[config.mk]
export PLATFORM = sky130hd
export DESIGN_NAME = serial_subtractor
export DESIGN_NICKNAME = d
export VERILOG_FILES = /design/src/rtl/serial_subtractor.sv
export SDC_FILE = /design/constraint.sdc
export NUM_CORES = 1
export LEC_CHECK = 0
export ABC_CLOCK_PERIOD_IN_PS = 1800
export CAP_MARGIN = 10
export CORE_MARGIN = 4
export CORE_UTILIZATION = 42
export CTS_CLUSTER_SIZE = 10
export DETAILED_ROUTE_END_ITERATION = 6
export GPL_TIMING_DRIVEN = 0
export PLACE_DENSITY = 0.72
export SLEW_MARGIN = 20
export SYNTH_ARGS = -nofsm -noshare
export SYNTH_HDL_FRONTEND = slang
export SYNTH_SLANG_ARGS = --single-unit
[constraint.sdc]
create_clock -name clk -period 1.8 [get_ports clk]
set_input_delay 0.18 -clock clk [delete_from_list [all_inputs] [get_ports clk]]
set_output_delay 0.18 -clock clk [all_outputs]
set_load 0.01 [all_outputs]
[src/rtl/serial_subtractor.sv]
// Bit-serial subtractor: diff = a - b, one bit per clock, LSB first.
// A single borrow flip-flop carries between bit positions. The partial
// result shifts in from the MSB side in a private register, and the
// visible outputs are written only once, when the last bit is done.
module serial_subtractor #(
  parameter int WIDTH = 8
) (
  input  logic             clk,
  input  logic             rst,
  input  logic             start,
  input  logic [WIDTH-1:0] a,
  input  logic [WIDTH-1:0] b,
  output logic             busy,
  output logic             done,
  output logic [WIDTH-1:0] diff,
  output logic             bo,
  output logic             ovf,
  output logic             zero
);

  typedef enum logic [1:0] {IDLE, RUN, DONE} state_t;

  // Index of the last bit position; 6 bits covers the full 1..32 range.
  localparam logic [5:0] LAST = 6'(WIDTH - 1);

  state_t           state;
  logic [WIDTH-1:0] a_sh;
  logic [WIDTH-1:0] b_sh;
  logic [WIDTH-1:0] res_sh;
  logic [WIDTH-1:0] res_next;
  logic             br;
  logic             br_next;
  logic             bit_d;
  logic             a_msb;
  logic             b_msb;
  logic [5:0]       count;

  // One full-subtractor slice on the current LSBs, plus the shifted result.
  always_comb begin
    bit_d    = a_sh[0] ^ b_sh[0] ^ br;
    br_next  = (~a_sh[0] & b_sh[0]) | (~(a_sh[0] ^ b_sh[0]) & br);
    res_next = (res_sh >> 1) | (WIDTH'(bit_d) << (WIDTH - 1));
  end

  // Control FSM, operand/result shifters and registered outputs.
  always_ff @(posedge clk) begin
    if (rst) begin
      state  <= IDLE;
      a_sh   <= '0;
      b_sh   <= '0;
      res_sh <= '0;
      br     <= 1'b0;
      a_msb  <= 1'b0;
      b_msb  <= 1'b0;
      count  <= '0;
      busy   <= 1'b0;
      done   <= 1'b0;
      diff   <= '0;
      bo     <= 1'b0;
      ovf    <= 1'b0;
      zero   <= 1'b0;
    end else begin
      case (state)
        IDLE, DONE: begin
          done <= 1'b0;
          if (start) begin
            a_sh   <= a;
            b_sh   <= b;
            a_msb  <= a[WIDTH-1];
            b_msb  <= b[WIDTH-1];
            res_sh <= '0;
            br     <= 1'b0;
            count  <= '0;
            busy   <= 1'b1;
            state  <= RUN;
          end else begin
            state  <= IDLE;
          end
        end
        RUN: begin
          a_sh   <= a_sh >> 1;
          b_sh   <= b_sh >> 1;
          br     <= br_next;
          res_sh <= res_next;
          count  <= count + 6'd1;
          if (count == LAST) begin
            state <= DONE;
            busy  <= 1'b0;
            done  <= 1'b1;
            diff  <= res_next;
            bo    <= br_next;
            ovf   <= (a_msb != b_msb) && (res_next[WIDTH-1] != a_msb);
            zero  <= (res_next == '0);
          end
        end
        default: begin
          state <= IDLE;
          busy  <= 1'b0;
          done  <= 1'b0;
        end
      endcase
    end
  end

endmodule

==> flow_summary.json <==
{
  "grt_pass1_wl_mm": 6.60,
  "grt_pass1_vias": 1445,
  "start_kind": "register",
  "relSlewSlack_pct": 64.5,
  "area_delta_synth_final_pct": 23.8,
  "vdd_drop_max_v": 0.000563,
  "die_area_um2": 5680,
  "skew_ns": 0.00544,
  "max_cap_violations": 0,
  "layout_commonest_cell": "dfxtp_1",
  "crit_chain": "ha_1 -> nand4b_4 -> nor2_8 -> buf_12 -> mux2i_1 -> nor2_1",
  "min_path_type": "in -> reg",
  "drc": 0,
  "postLayoutCellArea_um2": 2360,
  "status": "finished clean",
  "crit_path_max_fanout": 10,
  "setup_viol": 0,
  "final_cell_mix": "dfxtp_1, clkdlybuf4s50_1, a21oi_1, nor2_1",
  "grt_max_degree": 14,
  "syn_inst": 206,
  "antenna_left": 0,
  "grt_use_total_pct": 15.1,
  "finalPower_uw": 1950,
  "synth_edf_count": 0,
  "rsz0062_at_grt": "false",
  "cts_max_path_buffers": 2,
  "ios": 32,
  "cellLeakagePower_uw": 0.000850,
  "start_util_pct": 43.5,
  "crit_family": "flip-flops",
  "ys.flop_type": "dfxtp_1",
  "drv_slew": 0,
  "cts-root-buf": "clkbuf_8",
  "clk_latency_ns": 0.30,
  "yosys_warnings": 0,
  "slowest_delay_ns": 0.38,
  "wire_per_inst_um": 13.1,
  "gp_congestion": 0.813,
  "place_hpwl_mm": 2.78,
  "clk_pin_slew_ns": 0.08,
  "drt-total-wl_mm": 3.86,
  "post_cts_resized": 0,
  "fillCellCount": 422,
  "cts_sinks": 47,
  "fin_setup_tns_ns": 0,
  "timing.final.crit_period_ns": 1.56,
  "cts_buffers": 5,
  "cts_tree": "yes",
  "drive_gt1_share_pct": 9.47,
  "worst_slew_pin_slew_ns": 0.532,
  "fin_util_pct": 53.8,
  "cts_setup_buffers": 0,
  "async_reset_ff_share_pct": 0,
  "vias": 1539,
  "overflow": 0,
  "syn_avg_cell_area_um2": 9.26,
  "hold_ws_ns": 0.295,
  "synthesis.nets": 228,
  "syn_area_um2": 1910,
  "die_h_um": 75.4,
  "finalHoldViolCount": 0,
  "crit_slowest_cell": "dfxtp_1",
  "cts_hold_buf": 0,
  "h-tree-depth": 2,
  "synth_cell_types": 34,
  "cp_num_buf_inv": 1,
  "port_buffers": 30,
  "first_pass_iters": 4,
  "row_count": 24,
  "routed_via_density": 5.22,
  "post-route-period-util_pct": 86.4,
  "crit_arrival_ns": 1.73,
  "max_freq_ghz": 0.643,
  "drt_iter0_drc": 113,
  "synth-seq-area-share_pct": 49.3,
  "synth_seq_cells": 47,
  "antenna_cells": 0,
  "cp.required_ns": 1.97,
  "placed_area_um2": 2270,
  "criticalPathCategory": "reg -> reg",
  "die_w_um": 75.4,
  "antenna_found_initial": 0,
  "final_nets": 265,
  "coreArea_um2": 4380,
  "pwr_density_cell_nw_per_um2": 828,
  "worst_setup_path_end_kind": "register"
}
==> stage by stage <==
stage / setup slack [ns] / cells
floorplan: 0.373 / 206
global placement: 0.0691 / 288
detailed placement: 0.0375 / 288
CTS: 0.236 / 295
global route: 0.102 / 295
finish: 0.244 / 295
==> kinds of logic (layout without fill, tap and decap cells) <==
kind of cell	count (synthesis)	count (layout)	synth area share, %
compound gates	59	59	19.7
fa+ha+maj	3	3	2.76
mux	8	8	4.20
simple gates	70	70	18.8
buf+inv	19	56	5.18
flops	47	47	49.3
==> layer usage <==
layer | track usage (%) | share of wire, % | wire [um] | vias to the layer above
met1 | 20.6 | 49 | 1910 | 713
met2 | 22.8 | 46 | 1770 | 21
li1 | - | - | - | 800
met4 | 4.66 | 1.5 | 56 | 0
met3 | 5.01 | 3.2 | 123 | 5
met5 | 0 | 0 | 0 | -
==> power by group <==
| part | internal [uW] | switching (uW) | total, uW | leakage [uW] |
|---|---|---|---|---|
| sequential | 1080 | 25.2 | 1100 | 0.000382 |
| combinational | 96.5 | 122 | 219 | 0.000420 |
| clock | 302 | 333 | 635 | 0.0000470 |
==> registers in the layout, indices dropped and copies added (netlist names) <==
signal	flops
b_msb	1
ovf	1
busy	1
diff	8
a_msb	1
br	1
count	6
zero	1
state	2
b_sh	8
done	1
a_sh	8
bo	1
res_sh	7
==> path summary, 6_finish.rpt <==
path | start | to | slack (ns) | cells past startpoint
worst max-delay path | count[0]$_SDFFE_PP0P_ | diff[7]$_SDFFE_PP0P_ | 0.24 | 6
worst min-delay path | rst | count[4]$_SDFFE_PP0P_ | 0.29 | 2
worst max register to register | count[0]$_SDFFE_PP0P_ | diff[7]$_SDFFE_PP0P_ | 0.24 | 6
worst min register to register | b_sh[1]$_SDFFE_PP0P_ | b_sh[1]$_SDFFE_PP0P_ | 0.46 | 2
==> layout make-up <==
type	count	area (um2)	area share (%)
Sequential cell	47	941	39.9
Multi-Input combinational cell	140	867	36.7
Timing Repair Buffer	30	300	12.7
Clock buffer	6	82.6	3.50
Buffer	14	80.1	3.39
Tap cell	52	65.1	2.76
Inverter	5	18.8	0.795
Clock inverter	1	5.00	0.212
==> synthesized netlist by cell type, types with 3 or more instances <==
library cell  instances  area, um2
nor2_1               27        101
a22oi_1              21        158
a21oi_1              27        135
dfxtp_1              47        941
nand2_1              21       78.8
mux2i_1               8       80.1
o21ai_1               3       15.0
clkbuf_1              5       18.8
buf_2                 6       30.0
inv_1                 5       18.8
==> worst register-to-register path: stages, from the launching register on <==
cell and delay (ns):
dfxtp_1 0.38, ha_1 0.32, nand4b_4 0.18, nor2_8 0.16, buf_12 0.16, mux2i_1 0.19, nor2_1 0.05
Note: power is estimated with default switching activity, not from simulation.
